## src/rtl/alu_reservation_station.sv

```systemverilog
// ALU / branch-compare reservation station: buffers dispatched ops until both
// operands are known, issues the lowest-index ready entry and broadcasts its result.
`ifndef ROB_WIDTH_BIT
`define ROB_WIDTH_BIT 4
`endif

module alu_reservation_station #(
   parameter int RS_SIZE_BIT  = 3,
   parameter int ROB_SIZE_BIT = `ROB_WIDTH_BIT
) (
   input  logic                    clk_in,
   input  logic                    rst_in,
   input  logic                    rdy_in,
   input  logic                    clear,
   input  logic                    inst_valid,
   input  logic [3:0]              inst_op,
   input  logic [ROB_SIZE_BIT-1:0] inst_rob_id,
   input  logic                    inst_qj_valid,
   input  logic [ROB_SIZE_BIT-1:0] inst_qj,
   input  logic [31:0]             inst_vj,
   input  logic                    inst_qk_valid,
   input  logic [ROB_SIZE_BIT-1:0] inst_qk,
   input  logic [31:0]             inst_vk,
   input  logic                    lsb_is_set,
   input  logic [ROB_SIZE_BIT-1:0] lsb_set_id,
   input  logic [31:0]             lsb_set_val,
   output logic                    full,
   output logic                    rs_is_set,
   output logic [ROB_SIZE_BIT-1:0] rs_set_id,
   output logic [31:0]             rs_set_val
);
   localparam int RS_SIZE = 1 << RS_SIZE_BIT;

   typedef struct packed {
      logic                    busy;
      logic [3:0]              op;
      logic [ROB_SIZE_BIT-1:0] rob_id;
      logic                    qj_valid;
      logic [ROB_SIZE_BIT-1:0] qj;
      logic [31:0]             vj;
      logic                    qk_valid;
      logic [ROB_SIZE_BIT-1:0] qk;
      logic [31:0]             vk;
   } entry_t;

   entry_t                  ent_q [RS_SIZE];
   entry_t                  ent_d [RS_SIZE];
   logic                    rs_is_set_q, rs_is_set_d;
   logic [ROB_SIZE_BIT-1:0] rs_set_id_q, rs_set_id_d;
   logic [31:0]             rs_set_val_q, rs_set_val_d;

   logic                    sel_found, free_found;
   logic [RS_SIZE_BIT-1:0]  sel_idx, free_idx;

   function automatic logic [31:0] alu(input logic [3:0] op, input logic [31:0] a,
                                       input logic [31:0] b);
      logic [31:0] res;
      res = '0;
      case (op)
         4'd0:  res = a + b;
         4'd1:  res = a - b;
         4'd2:  res = a & b;
         4'd3:  res = a | b;
         4'd4:  res = a ^ b;
         4'd5:  res = a << b[4:0];
         4'd6:  res = a >> b[4:0];
         4'd7:  res = unsigned'($signed(a) >>> b[4:0]);
         4'd8:  res = {31'b0, $signed(a) < $signed(b)};
         4'd9:  res = {31'b0, a < b};
         4'd10: res = {31'b0, a == b};
         4'd11: res = {31'b0, a != b};
         4'd12: res = {31'b0, $signed(a) < $signed(b)};
         4'd13: res = {31'b0, $signed(a) >= $signed(b)};
         4'd14: res = {31'b0, a < b};
         4'd15: res = {31'b0, a >= b};
         default: res = '0;
      endcase
      return res;
   endfunction

   // Descending scans so the lowest matching index is the one that sticks.
   always_comb begin
      sel_found  = 1'b0;
      sel_idx    = '0;
      free_found = 1'b0;
      free_idx   = '0;
      for (int i = RS_SIZE - 1; i >= 0; i--) begin
         if (ent_q[i].busy && !ent_q[i].qj_valid && !ent_q[i].qk_valid) begin
            sel_found = 1'b1;
            sel_idx   = RS_SIZE_BIT'(i);
         end
         if (!ent_q[i].busy) begin
            free_found = 1'b1;
            free_idx   = RS_SIZE_BIT'(i);
         end
      end
   end

   always_comb begin
      // NOTE: every always_comb output gets a default first, so no path can infer a latch.
      ent_d        = ent_q;
      rs_is_set_d  = 1'b0;
      rs_set_id_d  = rs_set_id_q;
      rs_set_val_d = rs_set_val_q;

      // Wakeup: the LSB check comes second so it wins when both broadcasts match.
      for (int i = 0; i < RS_SIZE; i++) begin
         if (ent_q[i].busy && ent_q[i].qj_valid) begin
            if (rs_is_set_q && ent_q[i].qj == rs_set_id_q) begin
               ent_d[i].qj_valid = 1'b0;
               ent_d[i].vj       = rs_set_val_q;
            end
            if (lsb_is_set && ent_q[i].qj == lsb_set_id) begin
               ent_d[i].qj_valid = 1'b0;
               ent_d[i].vj       = lsb_set_val;
            end
         end
         if (ent_q[i].busy && ent_q[i].qk_valid) begin
            if (rs_is_set_q && ent_q[i].qk == rs_set_id_q) begin
               ent_d[i].qk_valid = 1'b0;
               ent_d[i].vk       = rs_set_val_q;
            end
            if (lsb_is_set && ent_q[i].qk == lsb_set_id) begin
               ent_d[i].qk_valid = 1'b0;
               ent_d[i].vk       = lsb_set_val;
            end
         end
      end

      if (sel_found) begin
         ent_d[sel_idx].busy = 1'b0;
         rs_is_set_d         = 1'b1;
         rs_set_id_d         = ent_q[sel_idx].rob_id;
         rs_set_val_d        = alu(ent_q[sel_idx].op, ent_q[sel_idx].vj, ent_q[sel_idx].vk);
      end

      if (inst_valid && free_found) begin
         ent_d[free_idx] = '{busy: 1'b1, op: inst_op, rob_id: inst_rob_id,
                             qj_valid: inst_qj_valid, qj: inst_qj, vj: inst_vj,
                             qk_valid: inst_qk_valid, qk: inst_qk, vk: inst_vk};
         if (inst_qj_valid && rs_is_set_q && inst_qj == rs_set_id_q) begin
            ent_d[free_idx].qj_valid = 1'b0;
            ent_d[free_idx].vj       = rs_set_val_q;
         end
         if (inst_qj_valid && lsb_is_set && inst_qj == lsb_set_id) begin
            ent_d[free_idx].qj_valid = 1'b0;
            ent_d[free_idx].vj       = lsb_set_val;
         end
         if (inst_qk_valid && rs_is_set_q && inst_qk == rs_set_id_q) begin
            ent_d[free_idx].qk_valid = 1'b0;
            ent_d[free_idx].vk       = rs_set_val_q;
         end
         if (inst_qk_valid && lsb_is_set && inst_qk == lsb_set_id) begin
            ent_d[free_idx].qk_valid = 1'b0;
            ent_d[free_idx].vk       = lsb_set_val;
         end
      end
   end

   always_ff @(posedge clk_in or posedge rst_in) begin
      if (rst_in) begin
         // NOTE: the entry array is plain flops, so it is reset wholesale; clear drops busy only.
         for (int i = 0; i < RS_SIZE; i++) ent_q[i] <= '0;
         rs_is_set_q  <= 1'b0;
         rs_set_id_q  <= '0;
         rs_set_val_q <= '0;
      end else if (rdy_in) begin
         if (clear) begin
            for (int i = 0; i < RS_SIZE; i++) ent_q[i].busy <= 1'b0;
            rs_is_set_q <= 1'b0;
         end else begin
            ent_q        <= ent_d;
            rs_is_set_q  <= rs_is_set_d;
            rs_set_id_q  <= rs_set_id_d;
            rs_set_val_q <= rs_set_val_d;
         end
      end
   end

   assign full       = ~free_found;
   assign rs_is_set  = rs_is_set_q;
   assign rs_set_id  = rs_set_id_q;
   assign rs_set_val = rs_set_val_q;

endmodule

```

## config.mk

```make
export PLATFORM = sky130hd
export DESIGN_NAME = alu_reservation_station
export DESIGN_NICKNAME = d
export VERILOG_FILES = /design/src/rtl/alu_reservation_station.sv
export SDC_FILE = /design/constraint.sdc
export NUM_CORES = 2
export LEC_CHECK = 0
export ABC_AREA = 1
export CORE_AREA = 2 2 372 374
export CTS_BUF_LIST = sky130_fd_sc_hd__clkbuf_16
export CTS_CLUSTER_DIAMETER = 60
export DETAILED_ROUTE_END_ITERATION = 7
export DIE_AREA = 0 0 374 376
export DONT_BUFFER_PORTS = 1
export PLACE_DENSITY = 0.6
export SLEW_MARGIN = 20
export SYNTH_ARGS = -nofsm -noshare
export SYNTH_HDL_FRONTEND = slang
export SYNTH_SLANG_ARGS = --single-unit
```

## constraint.sdc

```tcl
create_clock -name clk_in -period 32.9 [get_ports clk_in]
set_clock_uncertainty 0.1 [all_clocks]
set_input_delay 3.29 -clock clk_in [delete_from_list [all_inputs] [get_ports clk_in]]
set_output_delay 3.29 -clock clk_in [all_outputs]
set_load 0.01 [all_outputs]
```

* Yosys cells after proc, flatten, opt, wreduce, memory -nomap -nowiden
Cells that the tools add are included.
** Storage, ports and cells
- Memories :: 0
- Register bits after elaboration :: 701
- RAM bits :: 0
- Bits in latches :: 0
- Logic and storage cells :: 417
- ROM bits :: 0
- Input bits :: 124
- Output and inout bits :: 38
** Operators by class
- $mul :: 0
- Mux-type cells :: 173
- Equality and inequality tests :: 53
- Order comparisons :: 8
- Divide/modulo/power cells :: 0
- Reduce and logical (&&, ||, !) cells :: 96
- Bitwise operators :: 7
- Add/subtract/negate cells :: 2
- Shift operators :: 3
** Operators by type and width (count)
- 664-bit bitwise mux :: 10
- 664-bit 2-to-1 mux :: 9
- 32-bit 2-to-1 mux :: 49
- 83-bit demux with 3-bit select :: 6
- 32-bit case mux with 14 select lines :: 1
- 83-bit binary-select mux with 3-bit select :: 1
- 83-bit 2-to-1 mux :: 2
- 82-bit 2-to-1 mux :: 2
- 4-bit == test :: 36
- 1-bit logical AND :: 75
- 1-bit 2-to-1 mux :: 74
- 74-bit 2-to-1 mux :: 1
- 69-bit 2-to-1 mux :: 1
- 32-bit greater-or-equal comparator :: 2
- 32-bit < comparator :: 2
- 3-bit 2-to-1 mux :: 16
- 37-bit 2-to-1 mux :: 1
- 32-bit adder :: 1
- 32-bit bitwise AND :: 1
- 32-bit == test :: 1
- 4-bit == test, second input constant :: 8
- 32-bit != test :: 1
- 32-bit bitwise OR :: 1
- 32-bit by 5-bit left shift with 32-bit output :: 1
- 16 further kinds :: 40

* Depth between registers and ports, before layout
- Depth after elaboration :: 36
- Mapped depth :: 40
- Depth with buffers taken out :: 37

* Least setup slack after synthesis
OpenSTA, ideal clock, no wires.
- Path kind :: input-to-reg
- Start :: input rdy_in
- End :: register ent_q[557] (netlist bit)
- Buffers on the path :: 4
- Setup slack :: 27205 ps
- Data arrival time :: 5475 ps
- Stages on the path :: 11
- Data required time :: 32680 ps
- Cells stage by stage :: clkbuf_1 > inv_1 > nor2_1 > inv_1 > buf_2 > nor2_1 > clkinv_1 > clkbuf_1 > clkbuf_1 > o22ai_1 > nor2_1
** Between the ends
- Cells in the longest elaborated chain, start to end :: 1
** RTL lines
- start, declared :: RTL line 13 : input logic rdy_in,
- 2-bit AND reduction (no source line)
- end signal, assigned :: RTL line 172 : ent_q <= ent_d;
- end, declared :: RTL line 46 : entry_t ent_q [RS_SIZE];
No other way between the ends.
A chain may end at the register's enable or synchronous reset.

* Final worst setup path
- Start :: register ent_q[663] (netlist bit)
- End :: register rs_set_val_q[18], in the netlist rs_set_val[18]
** Between the ends
- Cells in the longest elaborated chain, start to end :: 10
- Elaborated cells between the ends (all ways) :: 36
** RTL lines
- 1-bit logical AND (*) (2 in series) :: RTL line 88 : if (ent_q[i].busy && !ent_q[i].qj_valid && !ent_q[i].qk_valid) begin
- parallel branches: the longest is 8 deep, another holds 32-bit subtractor
- end signal, assigned :: RTL line 175 : rs_set_val_q <= rs_set_val_d;
- end, declared :: RTL line 50 : logic [31:0] rs_set_val_q, rs_set_val_d;
Every way passes the cells marked *. The select of a mux whose other input is x is not followed.

==> results.json <==
{
  "status": "completed",
  "syn_to_final_growth_pct": 8.54,
  "gr-usage-all-layers_pct": 39.2,
  "cts_tree": "done",
  "setup_violations": 0,
  "boundaryPins": 162,
  "grt_pass1_wl_mm": 404,
  "slew-limit-headroom_pct": 15.2,
  "power_mw": 4.64,
  "crit_path_start_kind": "flop",
  "portBuffers": 0,
  "avgSynthCellArea_um2": 6.71,
  "p_leak_nw": 25.7,
  "synthTopCellsByArea": "dfrtp_1, nand2_1, nor2_1, o21ai_0, nand3_1",
  "drc": 0,
  "power_density_nw_per_um2": 83.0,
  "ys_seq_elements": 701,
  "wire_per_inst_um": 31.0,
  "globalplace.congestion": 1.05,
  "synth_top_area_share_pct": 34.0,
  "period_needed_ns": 8.59,
  "clk_pin_slew_ns": 0.06,
  "vias": 60000,
  "fp.dieH_um": 376,
  "synth.most_common_cell": "nand2_1",
  "rows": 136,
  "yosysUniqueCellTypes": 62,
  "htree_levels": 3,
  "synth_nets": 7904,
  "cp.required_ns": 33.46,
  "ys.flop_type": "dfrtp_1",
  "post-route-period-util_pct": 26.1,
  "min_to": "ent_q[76]",
  "place_area_um2": 52900,
  "core-area_um2": 137000,
  "r2r_end": "rs_set_val[18]",
  "hold_viol": 0,
  "grt_pass1_vias": 55600,
  "cts_setup_buffers": 0,
  "synth_commonest_cells": "nand2_1, nor2_1, dfrtp_1",
  "async_reset_ff_share_pct": 100,
  "syn_inst": 7681,
  "fmax_mhz": 116,
  "via_per_inst": 6.50,
  "tightest_slew_ns": 1.27,
  "maxCapViolCount": 0,
  "place_hpwl_mm": 189,
  "grt_overflow": 0,
  "ys_warn_count": 0,
  "drv_slew": 0,
  "synth.largest_area_cell": "dfrtp_1",
  "fin_setup_tns_ns": 0,
  "critPathArrivalTime_ns": 9.15,
  "hold_buffers": 0,
  "num-fill-cells": 14400,
  "grt_max_degree": 152,
  "hold-worst-slack_ns": 0.386,
  "hold_path_class": "reg2reg",
  "hp-start": "ent_q[76]",
  "path_max_fanout": 151,
  "die_area_um2": 141000,
  "timing_worst_setup_path_type": "reg2reg",
  "die_x_um": 374,
  "r2r_setup_slack_ns": 24.31,
  "clock_path_buffers": 3,
  "insertion_delay_ns": 0.77,
  "endpoint_kind": "flop",
  "initial_core_util_pct": 37.7,
  "drive_gt1_share_pct": 6.45,
  "final_nets": 7561,
  "vdd_drop_max_mv": 0.0580,
  "synth-seq-area-share_pct": 34.0,
  "drt-pass1-iter-count": 8,
  "utilization_pct": 41.0,
  "cts_root_buffer": "clkbuf_16",
  "cts_buffers": 95,
  "synth_edf_count": 0,
  "synth.cell_area_um2": 51600,
  "reg2reg_from": "ent_q[663]",
  "worstHoldPathCells": 2,
  "cts_sinks": 701,
  "final_area_um2": 56000,
  "drt-initial-drc-count": 9599,
  "routed_wl_mm": 286,
  "r2r.worst_path.cells": 27,
  "antenna_found_initial": 26,
  "rsz0062_at_grt": "no",
  "antenna_left": 0,
  "cts_resized": 0
}
==> power breakdown <==
group	total, mW	switching [mW]	internal, mW
clock	1.04	0.462	0.578
sequential	1.14	0.114	1.03
combinational	2.46	1.79	0.671
total	4.64	2.37	2.28
==> flip-flops by register name, summed over array words and instances, names as in the netlist <==
register / cells
rs_set_id: 4
rs_is_set: 1
rs_set_val: 32
ent_q: 664
==> worst max-delay path: stages (launching register included) <==
cell      delay, ns
dfrtp_1        0.46
nand3_4        0.56
buf_4          0.90
nand2_8        0.60
buf_12         0.51
nand2_2        0.18
buf_4          0.52
inv_1          0.30
nand2_1        0.14
nand2_1        0.06
nor2_1         0.15
nand2_2        0.05
buf_4          0.27
fa_1           0.47
or2_2          0.32
o21ai_0        0.60
a31oi_1        0.25
o21bai_1       0.26
nand2_1        0.13
o21bai_1       0.24
nand3_1        0.10
nand2_1        0.10
inv_1          0.06
o21ai_0        0.24
a21oi_1        0.10
a21oi_1        0.27
nand2_1        0.09
nand2_1        0.06
==> final cells by class <==
type	instances	area, um2	share of cell area (%)
inverter	697	2630	4.70
clock inverter	79	668	1.19
sequential	701	17500	31.3
antenna	16	40.0	0.0715
tap	1794	2240	4.01
clock buffer	95	2380	4.25
timing repair buffer	180	1400	2.49
multi-input combinational	5663	29100	51.9
==> worst max path at each step <==
stage,startpoint,endpoint
floorplan,rst_in,ent_q[0]
global placement,lsb_set_id[3],ent_q[344]
detailed placement,lsb_set_id[3],ent_q[344]
CTS,ent_q[663],rs_set_val[18]
global route,ent_q[654],rs_set_val[19]
finish,ent_q[663],rs_set_val[18]
==> metal layers <==
metal / GRT usage [%] / up-vias / wire [um]
li1: - / 25700 / -
met1: 47.8 / 28500 / 103000
met2: 57.0 / 4695 / 118000
met3: 13.3 / 1105 / 39100
met4: 29.9 / 16 / 26000
met5: 0 / - / 141
==> per-stage QoR <==
step                setup WS (ns)  cells
finish                      24.31   9225
detailed placement          24.80   9035
floorplan                    9.85   7681
global route                24.25   9215
global placement            24.82   9035
CTS                         24.80   9209
==> kinds of logic after synthesis <==
logic type | synth area share (%)
simple gates | 27.8
compound gates | 25.0
buf+inv | 10.0
flops | 34.0
fa+ha+maj | 2.43
xor+xnor | 0.679
==> placed cells by master, fill, tap and decap left out, types with 19 or more instances in the layout <==
cell / n
a211oi_1: 89
a21oi_1: 304
a221oi_1: 84
a31oi_1: 118
a32o_1: 20
buf_4: 175
clkbuf_16: 95
clkinv_1: 43
clkinv_2: 20
dfrtp_1: 699
ha_1: 97
inv_1: 663
inv_2: 22
nand2_1: 1835
nand3_1: 569
nand4_1: 68
nor2_1: 807
nor2_2: 19
nor3_1: 69
o2111ai_1: 61
o211ai_1: 125
o21ai_0: 588
o21ai_1: 48
o221a_2: 28
o22ai_1: 428
o32ai_1: 92
xor2_1: 39
Power figures use the tool's default switching activity.
